===== config.mk =====
export PLATFORM = sky130hd
export DESIGN_NAME = mem_access_ctrl_flat
export DESIGN_NICKNAME = d
export VERILOG_FILES = /design/src/rtl/mem_access_ctrl_if.sv /design/src/rtl/mem_access_ctrl.sv /design/src/flat_wrapper.sv
export SDC_FILE = /design/constraint.sdc
export NUM_CORES = 1
export LEC_CHECK = 0
export BUFFER_PORTS_ARGS = -buffer_cell sky130_fd_sc_hd__buf_2
export CAP_MARGIN = 5
export CORE_UTILIZATION = 45
export DETAILED_ROUTE_END_ITERATION = 10
export GPL_ROUTABILITY_DRIVEN = 0
export HOLD_SLACK_MARGIN = 0.08
export PLACE_DENSITY = 0.74
export RECOVER_POWER = 100
export SYNTH_ARGS = -nofsm -noshare
export SYNTH_HDL_FRONTEND = slang
export SYNTH_SLANG_ARGS = --single-unit

===== constraint.sdc =====
create_clock -name i_clk -period 1.62 [get_ports i_clk]
set_clock_uncertainty 0.2 [all_clocks]
set_input_delay 0.324 -clock i_clk [delete_from_list [all_inputs] [get_ports i_clk]]
set_output_delay 0.324 -clock i_clk [all_outputs]
set_load 0.01 [all_outputs]

===== src/rtl/mem_access_ctrl_if.sv =====
// Request/response and byte-array bus bundle for mem_access_ctrl.
// slave = controller side, master = requester plus array side.
interface mem_access_ctrl_if;
  logic       req_valid;
  logic       req_ready;
  logic       req_write;
  logic [2:0] req_addr;
  logic [7:0] req_wdata;
  logic       rsp_valid;
  logic [7:0] rsp_rdata;
  logic       init_done;
  logic [2:0] mem_adr;
  logic       mem_valid;
  logic       mem_rw;
  logic [7:0] mem_din;
  logic [7:0] mem_dout;

  modport slave (
    input  req_valid, req_write, req_addr, req_wdata, mem_dout,
    output req_ready, rsp_valid, rsp_rdata, init_done,
    output mem_adr, mem_valid, mem_rw, mem_din
  );

  modport master (
    output req_valid, req_write, req_addr, req_wdata, mem_dout,
    input  req_ready, rsp_valid, rsp_rdata, init_done,
    input  mem_adr, mem_valid, mem_rw, mem_din
  );
endinterface


===== src/rtl/mem_access_ctrl.sv =====
// Clocked front-end for the 8-byte asynchronous array: sequences
// setup/strobe/hold phases, clears the array after reset.
module mem_access_ctrl #(
  parameter int         SETUP_CYC  = 1,
  parameter int         STROBE_CYC = 2,
  parameter int         INIT_CLEAR = 1,
  parameter logic [7:0] INIT_VALUE = 8'h00
) (
  input logic             i_clk,
  input logic             i_rst_n,
  mem_access_ctrl_if.slave bus
);

  localparam logic [2:0] S_ISETUP  = 3'd0;
  localparam logic [2:0] S_ISTROBE = 3'd1;
  localparam logic [2:0] S_IHOLD   = 3'd2;
  localparam logic [2:0] S_IDLE    = 3'd3;
  localparam logic [2:0] S_SETUP   = 3'd4;
  localparam logic [2:0] S_STROBE  = 3'd5;
  localparam logic [2:0] S_HOLD    = 3'd6;

  localparam logic [2:0] S_RST =
    (INIT_CLEAR != 0) ? S_ISETUP : S_IDLE;
  localparam logic [7:0] SETUP_LAST  = 8'(SETUP_CYC - 1);
  localparam logic [7:0] STROBE_LAST = 8'(STROBE_CYC - 1);
  localparam logic       NO_INIT     = (INIT_CLEAR == 0);

  logic [2:0] r_state;
  logic [2:0] w_nstate;
  logic [7:0] r_cnt;
  logic       r_ready;
  logic       r_rsp_valid;
  logic [7:0] r_rdata;
  logic       r_init_done;
  logic [2:0] r_mem_adr;
  logic       r_mem_valid;
  logic       r_mem_rw;
  logic [7:0] r_mem_din;

  logic w_accept;
  logic w_setup_end;
  logic w_strobe_end;
  logic w_init_next;
  logic w_hold_cnt;

  assign w_accept     = bus.req_valid && r_ready;
  assign w_setup_end  = (r_cnt == SETUP_LAST);
  assign w_strobe_end = (r_cnt == STROBE_LAST);
  assign w_init_next  = r_init_done || NO_INIT ||
                        (r_state == S_IHOLD && w_nstate == S_IDLE);
  // The first init cycle only loads rw/din, so setup counts from the next.
  assign w_hold_cnt   = (r_state == S_ISETUP) && !r_mem_rw;

  always_comb begin
    w_nstate = r_state;
    unique case (r_state)
      S_ISETUP:  if (r_mem_rw && w_setup_end) w_nstate = S_ISTROBE;
      S_ISTROBE: if (w_strobe_end) w_nstate = S_IHOLD;
      S_IHOLD:   w_nstate = (r_mem_adr == 3'd7) ? S_IDLE : S_ISETUP;
      S_IDLE:    if (w_accept) w_nstate = S_SETUP;
      S_SETUP:   if (w_setup_end) w_nstate = S_STROBE;
      S_STROBE:  if (w_strobe_end) w_nstate = S_HOLD;
      S_HOLD:    w_nstate = S_IDLE;
      default:   w_nstate = S_IDLE;
    endcase
  end

  always_ff @(posedge i_clk or negedge i_rst_n) begin
    if (!i_rst_n) begin
      r_state     <= S_RST;
      r_cnt       <= '0;
      r_ready     <= 1'b0;
      r_rsp_valid <= 1'b0;
      r_rdata     <= '0;
      r_init_done <= 1'b0;
      r_mem_adr   <= '0;
      r_mem_valid <= 1'b0;
      r_mem_rw    <= 1'b0;
      r_mem_din   <= '0;
    end else begin
      r_state     <= w_nstate;
      r_cnt       <= (w_nstate != r_state || w_hold_cnt) ?
                     8'd0 : r_cnt + 8'd1;
      r_init_done <= w_init_next;
      r_ready     <= (w_nstate == S_IDLE) && w_init_next;
      r_mem_valid <= (w_nstate == S_STROBE) ||
                     (w_nstate == S_ISTROBE);
      r_rsp_valid <= (w_nstate == S_HOLD) && !r_mem_rw;
      if (r_state == S_STROBE && w_strobe_end && !r_mem_rw)
        r_rdata <= bus.mem_dout;
      if (w_hold_cnt) begin
        r_mem_rw  <= 1'b1;
        r_mem_din <= INIT_VALUE;
      end
      if (r_state == S_IHOLD && w_nstate == S_ISETUP)
        r_mem_adr <= r_mem_adr + 3'd1;
      if (r_state == S_IDLE && w_accept) begin
        r_mem_adr <= bus.req_addr;
        r_mem_din <= bus.req_wdata;
        r_mem_rw  <= bus.req_write;
      end
    end
  end

  assign bus.req_ready = r_ready;
  assign bus.rsp_valid = r_rsp_valid;
  assign bus.rsp_rdata = r_rdata;
  assign bus.init_done = r_init_done;
  assign bus.mem_adr   = r_mem_adr;
  assign bus.mem_valid = r_mem_valid;
  assign bus.mem_rw    = r_mem_rw;
  assign bus.mem_din   = r_mem_din;

endmodule


===== src/flat_wrapper.sv =====
// flat-port wrapper written by rule: the top's interface ports become plain ports
module mem_access_ctrl_flat 
#(
  parameter int         SETUP_CYC  = 1,
  parameter int         STROBE_CYC = 2,
  parameter int         INIT_CLEAR = 1,
  parameter logic [7:0] INIT_VALUE = 8'h00
)
  (i_clk, i_rst_n, bus_req_valid, bus_req_write, bus_req_addr, bus_req_wdata, bus_mem_dout, bus_req_ready, bus_rsp_valid, bus_rsp_rdata, bus_init_done, bus_mem_adr, bus_mem_valid, bus_mem_rw, bus_mem_din);
  mem_access_ctrl_if bus_i ();
  input logic i_clk;
  input logic i_rst_n;
  input wire logic [$bits(bus_i.req_valid)-1:0] bus_req_valid;
  input wire logic [$bits(bus_i.req_write)-1:0] bus_req_write;
  input wire logic [$bits(bus_i.req_addr)-1:0] bus_req_addr;
  input wire logic [$bits(bus_i.req_wdata)-1:0] bus_req_wdata;
  input wire logic [$bits(bus_i.mem_dout)-1:0] bus_mem_dout;
  output wire logic [$bits(bus_i.req_ready)-1:0] bus_req_ready;
  output wire logic [$bits(bus_i.rsp_valid)-1:0] bus_rsp_valid;
  output wire logic [$bits(bus_i.rsp_rdata)-1:0] bus_rsp_rdata;
  output wire logic [$bits(bus_i.init_done)-1:0] bus_init_done;
  output wire logic [$bits(bus_i.mem_adr)-1:0] bus_mem_adr;
  output wire logic [$bits(bus_i.mem_valid)-1:0] bus_mem_valid;
  output wire logic [$bits(bus_i.mem_rw)-1:0] bus_mem_rw;
  output wire logic [$bits(bus_i.mem_din)-1:0] bus_mem_din;
  assign bus_i.req_valid = bus_req_valid;
  assign bus_i.req_write = bus_req_write;
  assign bus_i.req_addr = bus_req_addr;
  assign bus_i.req_wdata = bus_req_wdata;
  assign bus_i.mem_dout = bus_mem_dout;
  assign bus_req_ready = bus_i.req_ready;
  assign bus_rsp_valid = bus_i.rsp_valid;
  assign bus_rsp_rdata = bus_i.rsp_rdata;
  assign bus_init_done = bus_i.init_done;
  assign bus_mem_adr = bus_i.mem_adr;
  assign bus_mem_valid = bus_i.mem_valid;
  assign bus_mem_rw = bus_i.mem_rw;
  assign bus_mem_din = bus_i.mem_din;
  mem_access_ctrl #(.SETUP_CYC(SETUP_CYC), .STROBE_CYC(STROBE_CYC), .INIT_CLEAR(INIT_CLEAR), .INIT_VALUE(INIT_VALUE)) u_core (.i_clk(i_clk), .i_rst_n(i_rst_n), .bus(bus_i));
endmodule

==> impl_metrics.ini, run 1 <==
[die]
rows = 21
die_width_microns = 60.9
die_y_microns = 60.9
coreArea_sq_mm = 0.00334
dieArea_sq_mm = 0.00371
pin_count = 47
start_util_pct = 46.8

[setup_path]
worstPathRequired_ns = 1.67
critPathLaunchType = register
cpMaxStageDelayCell = dfrtp_1
worstPathMaxFanout = 8
cp-end-kind = register
crit_arrival_ns = 1.86
path_class = register to register
worstPathCellList = ha_2 -> ha_4 -> nor2_4 -> o32ai_2 -> o211ai_1 -> buf_4 -> nor3b_2
cpPeakStageDelay_ns = 0.38

[power_and_ir_drop]
p_leak_uw = 0.00117
vdd_drop_max_v = 0.000447
switching_share_pct = 21.2
p_seq_share_pct = 53.4
p_switching_uw = 353
intPower_uw = 1310
powerDensity_mw_per_mm2 = 662
comb_power_share_pct = 6.4
power.share.clock_pct = 40.2

[clocking]
cts_tree = yes
cts.sinks = 35
root_buffer = clkbuf_4
insertion_delay_ns = 0.35
numCtsBuffers = 5
clk_pin_slew_worst_paths_ns = 0.14
htree_levels = 2
cts_buffer_depth = 2

[sta]
fin_tns_setup_ns = -2.55
period_needed_ns = 1.80
setup_viol = 25
tightestPinTransition_ns = 0.850
max_freq_ghz = 0.555
hold_viol = 0
fin_crit_sh_pct = 111
slew_headroom_pct = 43.3
rsz0062_at_grt = true
report.final.slew_viol_count = 0
fin_ws_ns = -0.181

[layout]
final_nets = 264
area_delta_synth_final_pct = 60.9
diodes = 0
stdcell_count = 283
drive_above_1_share_pct = 43.9

[status]
violations = negative setup slack
outcome = finished with violations

[synth]
yosysSeqAreaShare_pct = 56.1
synthSimpleGateAreaFrac_pct = 15.5
avgSynthCellArea_sq_um = 11.9
synth-compound-area-share_pct = 10.0
synth_area_leaders = dfrtp_1 (56%), mux2_2 (5.8%), a22o_1 (4.5%)
synth_cell_type_count = 35
async_flop_share_pct = 100
synth_top_area_cell = dfrtp_1
syn_area_sq_mm = 0.00156
netlist.area_leader.share_pct = 56.1
ys_seq_elements = 35
netlist_top_cells_count = dfrtp_1 (35), nor2_1 (11), a22o_1 (8), mux2_2 (8), nand3_1 (7)
synth_top_family_by_area = simple AND/OR/NAND/NOR gates
yosysMostFrequentCell = dfrtp_1
synthMuxAreaShare_pct = 7.69
synth_flop_cell = dfrtp_1
yosys.area_share.xor_xnor_pct = 3.37
synthCells = 131
synth_edf_count = 0
yosys_warnings = 0
synth_nets = 159
synthAdderAreaFrac_pct = 4.01

[route]
viasPerCell = 5.34
wl_met2_mm = 2.36
vias = 1511
wl_met1_mm = 1.73
dr.pass1.iters = 4
wl_met3_microns = 228
routedWlPerCell_microns = 16.2
ant_nets = 0
totalWireLength_mm = 4.58
post-route-drc-count = 0
top_layer_used = met4
drtIter0Drc = 118

[global_route]
grtUsageTotal_pct = 24.7
grt_pass1_vias = 1429
grt_overflow = 0
antenna_found_initial = 0
grt_pass1_wl_mm = 6.44
grt_max_degree = 36

[job]
max-cap-violations = 0

[placement]
dp_hpwl_mm = 2.48
port_buffers = 46
dp_cells = 247
post-place-ws_ns = -0.195

[hold_path]
hold_class = input pin to register
-- per-layer routing --
metal	track usage [%]	vias to the layer above
li1	-	682
met1	28.6	739
met2	41.1	63
met3	5.97	27
met4	15.3	0
met5	0	-
-- sequential cells by signal (all words and copies together), names as in the netlist --
| signal | cells |
|---|---|
| u_core.bus.init_done | 1 |
| u_core.bus.req_ready | 1 |
| u_core.bus.rsp_rdata | 8 |
| u_core.bus.mem_din | 8 |
| u_core.r_cnt | 8 |
| u_core.bus.mem_valid | 1 |
| u_core.bus.mem_rw | 1 |
| u_core.bus.rsp_valid | 1 |
| u_core.bus.mem_adr | 3 |
| u_core.r_state | 3 |
-- power by group through the flow --
stage	Combinational, uW	Sequential, uW	Clock, uW
after global routing	115	890	719
after global placement	68.5	905	0
after CTS	109	888	671
after floorplan	9.60	910	0
final	106	889	669
after detailed placement	71.6	905	0
-- metrics by stage --
stage	total power (uW)	area, sq um	hold WS [ns]	util (%)
finish	1660	2510	0.0851	75.3
global route	1720	2510	0.0921	75.3
floorplan	920	1590	-0.172	-
CTS	1670	2440	0.0800	73.2
detailed placement	977	2060	0.180	61.9
global placement	973	2060	0.173	61.9
-- worst max-delay path: cells and delay by family (launching register included) --
kind,cells,cell delay (ns)
AND/OR/NAND/NOR,2,0.22
buffers and inverters,1,0.19
flip-flops,1,0.38
adder cells (fa/ha/maj),2,0.37
AO/OA/AOI/OAI,2,0.35
-- what timing repair did --
action / in CTS / in global routing
pin swaps: 6 / 9
gates cloned: 1 / 0
hold endpoints to repair: 54 / 0
hold buffers: 20 / 0
setup buffers: 2 / 7
endpoints found under the setup margin: 30 / 35
resized for setup: 16 / 16
-- layout by cell type, fill, tap and decap left out, types with 5 or more instances in the layout --
cell,count
clkbuf_4,5
dlygate4sd3_1,20
dfrtp_1,33
clkbuf_1,20
buf_6,5
nor2_1,7
mux2_2,8
nand2_1,6
xor2_1,5
a22o_1,8
buf_2,26
inv_1,5
buf_4,30
nand3_1,7
-- path summary, 6_finish.rpt --
kind                            slack (ns)                     to  cells past startpoint                  start
worst max-delay path                 -0.18        u_core.r_cnt[1]                      7  u_core.bus.mem_adr[0]
worst min-delay path                  0.09  u_core.bus.mem_adr[2]                      3        bus_req_addr[2]
worst max register to register       -0.18        u_core.r_cnt[1]                      7  u_core.bus.mem_adr[0]
worst min register to register        0.31   u_core.bus.init_done                      1   u_core.bus.init_done
max in group asynchronous             0.14      u_core.bus.mem_rw                      3                i_rst_n
min in group asynchronous             0.47   u_core.bus.init_done                      3                i_rst_n
-- area by class of cell --
class / count / area, sq um
inverters: 5 / 18.8
multi-input cells: 87 / 779
clock buffers: 6 / 51.3
fillers: 229 / 825
repair buffers: 102 / 692
flip-flops and latches: 35 / 878
well taps: 46 / 57.6
clock inverters: 2 / 35.0
-- logic make-up (layout without fill, tap and decap cells) --
| family | Yosys count | after routing |
|---|---|---|
| adder cells (fa/ha/maj) | 5 | 5 |
| buffers and inverters | 10 | 115 |
| XOR/XNOR | 6 | 6 |
| AO/OA/AOI/OAI | 21 | 21 |
| multiplexers | 11 | 11 |
| AND/OR/NAND/NOR | 43 | 44 |
| flip-flops | 35 | 35 |
Note: power is estimated with default switching activity, not from simulation.
==> run 2: changes to the inputs <==
--- a/config.mk
+++ b/config.mk
@@ -13,6 +13,8 @@
 export HOLD_SLACK_MARGIN = 0.08
 export PLACE_DENSITY = 0.74
 export RECOVER_POWER = 100
+export REMOVE_ABC_BUFFERS = 1
+export SETUP_SLACK_MARGIN = 0.2
 export SYNTH_ARGS = -nofsm -noshare
 export SYNTH_HDL_FRONTEND = slang
 export SYNTH_SLANG_ARGS = --single-unit
==> run 2 against run 1 <==
The run still ends with negative setup slack left; cell count rose by 6.0%; count of clock-buffer cells in the layout down 1; register-to-register slack worse by 0.05 ns; non-clock buffer count increased by 17; critical path depth stayed put; global-route usage is 2.5 points higher; via count is 8.8% higher; wire length grew 33%; critical path type unchanged.
==> impl_metrics.ini, run 2 (synthesized netlist as in run 1, its figures left out) <==
[status]
violations = negative setup slack
outcome = finished with violations

[sta]
period_needed_ns = 1.85
tightestPinTransition_ns = 0.591
hold_viol = 0
fin_crit_sh_pct = 114
report.final.slew_viol_count = 0
max_freq_ghz = 0.540
fin_tns_setup_ns = -5.86
rsz0062_at_grt = true
fin_ws_ns = -0.230
setup_viol = 35
slew_headroom_pct = 60.6

[setup_path]
cp-end-kind = register
reg2reg_slack_ns = -0.23
r2r_end = u_core.bus.mem_din[4]
cpPeakStageDelay_ns = 0.46
path_class = register to register
rr_worst_depth = 7
cpMaxStageDelayCell = dfrtp_2
critPathLaunchType = register
r2r_start = u_core.r_state[1]
worstPathRequired_ns = 1.71
worstPathMaxFanout = 5
worstPathCellList = buf_6 -> nand4_1 -> clkbuf_1 -> o31ai_4 -> buf_4 -> nand2b_4 -> a22o_1
crit_arrival_ns = 1.94

[power_and_ir_drop]
p_seq_share_pct = 53.5
intPower_uw = 1270
p_switching_uw = 390
switching_share_pct = 23.5
comb_power_share_pct = 6.9
vdd_drop_max_v = 0.000559
powerDensity_mw_per_mm2 = 605
power.share.clock_pct = 39.6
p_leak_uw = 0.00131

[layout]
area_delta_synth_final_pct = 76.0
fillCellCount = 175
fin_util_pct = 82.3
seq_area_sq_um = 878
final_common_cell = buf_4
final_nets = 281
stdcell_count = 300
multiInputGateArea_sq_um = 835
diodes = 0
final_area_sq_mm = 0.00275
drive_above_1_share_pct = 48.4
final_cell_mix = buf_4 (36), dfrtp_1 (33), dlygate4sd3_1 (21), buf_2 (21), clkbuf_1 (21)

[route]
vias = 1644
drtIter0Drc = 108
dr.pass1.iters = 4
routedWlPerCell_microns = 20.4
viasPerCell = 5.48
post-route-drc-count = 0
totalWireLength_mm = 6.11
ant_nets = 0

[clocking]
insertion_delay_ns = 0.37
numCtsBuffers = 5
cts_tree = yes
cts.sinks = 35
htree_levels = 2
root_buffer = clkbuf_4
cts_buffer_depth = 2
clk_pin_slew_worst_paths_ns = 0.13

[placement]
dp_hpwl_mm = 2.64
port_buffers = 46
placedInstanceArea_sq_mm = 0.00204
post-place-ws_ns = -0.275
dp_cells = 248

[die]
dieArea_sq_mm = 0.00371
start_util_pct = 46.8
coreArea_sq_mm = 0.00334
die_width_microns = 60.9
rows = 21
pin_count = 47
die_y_microns = 60.9

[hold_path]
hold_class = input pin to async pin

[global_route]
grtUsageTotal_pct = 27.1
grt_max_degree = 24
grt_overflow = 0
grt_pass1_vias = 1505
antenna_found_initial = 0
grt_pass1_wl_mm = 6.98

[job]
max-cap-violations = 0
[run 2: power groups by stage]
stage,logic [uW],registers (uW),clock network (uW)
2_1_floorplan,9.60,910,0
3_3_place_gp,70.6,905,0
3_5_place_dp,73.6,905,0
4_1_cts,112,888,640
5_1_grt,128,891,707
6_report,115,889,657
[run 2: final cells by class]
class	instances	share of cell area (%)
Clock buffer	5	1.37
Sequential cell	35	32.0
Clock inverter	3	1.59
Tap cell	46	2.09
Timing Repair Buffer	119	31.9
Multi-Input combinational cell	87	30.4
Inverter	5	0.683
[run 2: how the worst max path moves through the flow]
stage	slack (ns)	from	end	cells past startpoint
final	-0.23	u_core.r_state[1]	u_core.bus.mem_din[4]	7
after global placement	-0.17	u_core.bus.mem_adr[0]	u_core.r_cnt[2]	6
after global routing	-0.33	u_core.r_state[1]	u_core.bus.mem_din[4]	7
after CTS	-0.15	u_core.bus.mem_adr[1]	u_core.r_cnt[2]	7
after detailed placement	-0.27	u_core.bus.mem_adr[1]	u_core.bus.mem_adr[1]	6
after floorplan	-0.17	u_core.r_state[1]	u_core.bus.mem_adr[1]	4
[run 2: worst max-delay path: cells and delay by family (launching register included)]
kind | cells | cell delay (ns)
simple gates | 2 | 0.19
flops | 1 | 0.46
compound gates | 2 | 0.35
buf+inv | 3 | 0.58
[run 2: repair_timing]
item | 4_1_cts | 5_1_grt
gates resized for setup | 48 | 15
setup endpoints to repair | 42 | 57
hold buffers | 21 | 0
cloned | 1 | 0
pin swaps | 20 | 13
endpoints found under the hold margin | 41 | 0
buffers inserted | 12 | 10
[run 2: routing by layer]
metal  GRT usage (%)  vias to the layer above  part of all wire, %  wire [microns]
met5               0                        -                    0               0
met4            15.6                        0                  5.3             325
met1            29.9                      796                   38            2330
li1                -                      715                    -               -
met3            8.53                       35                  6.1             374
met2            46.2                       98                   50            3080
[run 2: stage by stage]
stage / hold slack, ns / total power, uW
floorplan: -0.172 / 920
global placement: 0.112 / 975
detailed placement: 0.122 / 978
CTS: 0.274 / 1640
global route: 0.340 / 1730
finish: 0.318 / 1660
==> run 3: changes to the inputs <==
--- a/config.mk
+++ b/config.mk
@@ -12,7 +12,6 @@
 export GPL_ROUTABILITY_DRIVEN = 0
 export HOLD_SLACK_MARGIN = 0.08
 export PLACE_DENSITY = 0.74
-export RECOVER_POWER = 100
 export REMOVE_ABC_BUFFERS = 1
 export SETUP_SLACK_MARGIN = 0.2
 export SYNTH_ARGS = -nofsm -noshare
==> constraint.sdc (replaced) <==
create_clock -name i_clk -period 1.6 [get_ports i_clk]
set_clock_uncertainty 0.2 [all_clocks]
set_input_delay 0.32 -clock i_clk [delete_from_list [all_inputs] [get_ports i_clk]]
set_output_delay 0.32 -clock i_clk [all_outputs]
set_load 0.01 [all_outputs]
==> run 3 against run 2 <==
The flow still finishes with violations (negative setup slack); die area unchanged; highest routed layer unchanged; flip-flop and latch count unchanged; sequential share of layout area rose by 0.35 points; setup slack better by 0.010 ns; non-clock buffer count down 1; largest power group unchanged; worst hold slack improved by 0.0027 ns; total power fell by 8.9%.
==> impl_metrics.ini, run 3 (synthesized netlist as in run 1, its figures left out) <==
[die]
rows = 21
start_util_pct = 46.8
die_y_microns = 60.9
die_width_microns = 60.9
dieArea_sq_mm = 0.00371
coreArea_sq_mm = 0.00334
pin_count = 47

[clocking]
cts_buffer_depth = 2
root_buffer = clkbuf_4
numCtsBuffers = 5
insertion_delay_ns = 0.36
cts.sinks = 35
clk_pin_slew_worst_paths_ns = 0.11
htree_levels = 2
cts_tree = yes

[setup_path]
reg2reg_slack_ns = -0.22
critPathLaunchType = register
path_class = register to register
setup.worst_path.start = u_core.r_cnt[4]
cp-end-kind = register
worstPathMaxFanout = 8
crit_arrival_ns = 1.85
r2r_end = u_core.bus.rsp_rdata[7]
r2r_start = u_core.r_cnt[4]
worstPathRequired_ns = 1.63
rr_worst_depth = 4

[layout]
stdcell_count = 299
final_cell_mix = buf_2 (41), buf_4 (39), dfrtp_1 (33), dlygate4sd3_1 (21), buf_6 (17)
diodes = 0
final_area_sq_mm = 0.00272
drive_above_1_share_pct = 56.5
final_nets = 280
final_common_cell = buf_2
area_delta_synth_final_pct = 74.0

[power_and_ir_drop]
p_leak_uw = 0.00133
vdd_drop_max_v = 0.000508
total_power_uw = 1510
powerDensity_mw_per_mm2 = 557

[global_route]
top_usage_layer = met2
grt_use_met3_pct = 7.25
grt_pass1_wl_mm = 6.51
grtUsageTotal_pct = 25.0
grt_overflow = 0
met1_usage_pct = 27.4
grt_max_degree = 36
grt_pass1_vias = 1473
antenna_found_initial = 0
use_met2_pct = 44.6

[job]
max-cap-violations = 0

[hold_path]
whs_endpoint = u_core.bus.rsp_rdata[6]
holdPathStages = 1
hold_start = u_core.bus.rsp_rdata[6]
hold_class = register to register

[placement]
dp_cells = 247
post-place-ws_ns = -0.304
port_buffers = 46
placedInstanceArea_sq_mm = 0.00203
dp_hpwl_mm = 2.62

[route]
viasPerCell = 5.31
post-route-drc-count = 0
ant_nets = 0
vias = 1589
routedWlPerCell_microns = 17.8
totalWireLength_mm = 5.32
drtIter0Drc = 79
dr.pass1.iters = 4

[sta]
hold_viol = 0
fin_crit_sh_pct = 114
rsz0062_at_grt = true
max_freq_ghz = 0.549
tightestPinTransition_ns = 0.451
period_needed_ns = 1.82
slew_headroom_pct = 69.9
report.final.slew_viol_count = 0
setup_viol = 34
fin_ws_ns = -0.220

[status]
outcome = finished with violations
violations = negative setup slack
run 3: cell count changes in the layout (fill, tap and decap cells not counted), sizes merged:
cell	change
clkinvlp	+2
clkinv	-1
clkbuf	-23
buf	+22
bufinv	-1
run 3: routing by layer:
layer  routed length, microns  up-vias
met4                      108        0
met1                     2010      795
met3                      274       12
met5                        0        -
met2                     2930       68
li1                         -      714
run 3: layout make-up:
class                   count  area (sq um)
clock inverters             3          20.0
repair buffers            118           900
inverters                   5          18.8
fillers                   177           619
well taps                  46          57.6
clock buffers               5          37.5
multi-input cells          87           806
flip-flops and latches     35           878
run 3: repair_timing:
| item | in CTS | in global routing |
|---|---|---|
| pin swaps | 18 | 8 |
| endpoints found under the hold margin | 55 | 0 |
| gates cloned | 0 | 1 |
| resized for setup | 41 | 15 |
| setup endpoints to repair | 54 | 59 |
| buffers inserted | 14 | 8 |
| hold buffers | 21 | 0 |
run 3: how the worst max path moves through the flow:
| stage | slack (ns) | endpoint |
|---|---|---|
| floorplan | -0.19 | u_core.bus.mem_adr[1] |
| global placement | -0.19 | u_core.r_cnt[2] |
| detailed placement | -0.30 | u_core.bus.mem_adr[1] |
| CTS | -0.14 | u_core.bus.rsp_rdata[3] |
| global route | -0.30 | u_core.bus.rsp_rdata[4] |
| finish | -0.22 | u_core.bus.rsp_rdata[7] |
run 3: where the power goes:
group | leakage, uW | internal [uW] | total [uW] | switching [uW]
registers | 0.000438 | 894 | 900 | 5.68
logic | 0.000869 | 71.6 | 122 | 50.6
clock network | 0.0000272 | 168 | 493 | 325
total | 0.00133 | 1130 | 1510 | 381
run 3: stage by stage:
stage / utilization, % / hold WS (ns) / TNS (ns)
floorplan: - / -0.176 / -3.08
global placement: 61.0 / 0.166 / -3.00
detailed placement: 61.0 / 0.180 / -4.91
CTS: 77.4 / 0.312 / -2.52
global route: 81.4 / 0.348 / -7.82
finish: 81.4 / 0.321 / -5.13
run 3: critical path: stages (launching register included):
cell and delay (ns):
dfrtp_1 0.45, nor4_4 0.33, and3_4 0.25, nand4_4 0.15, mux2_2 0.33
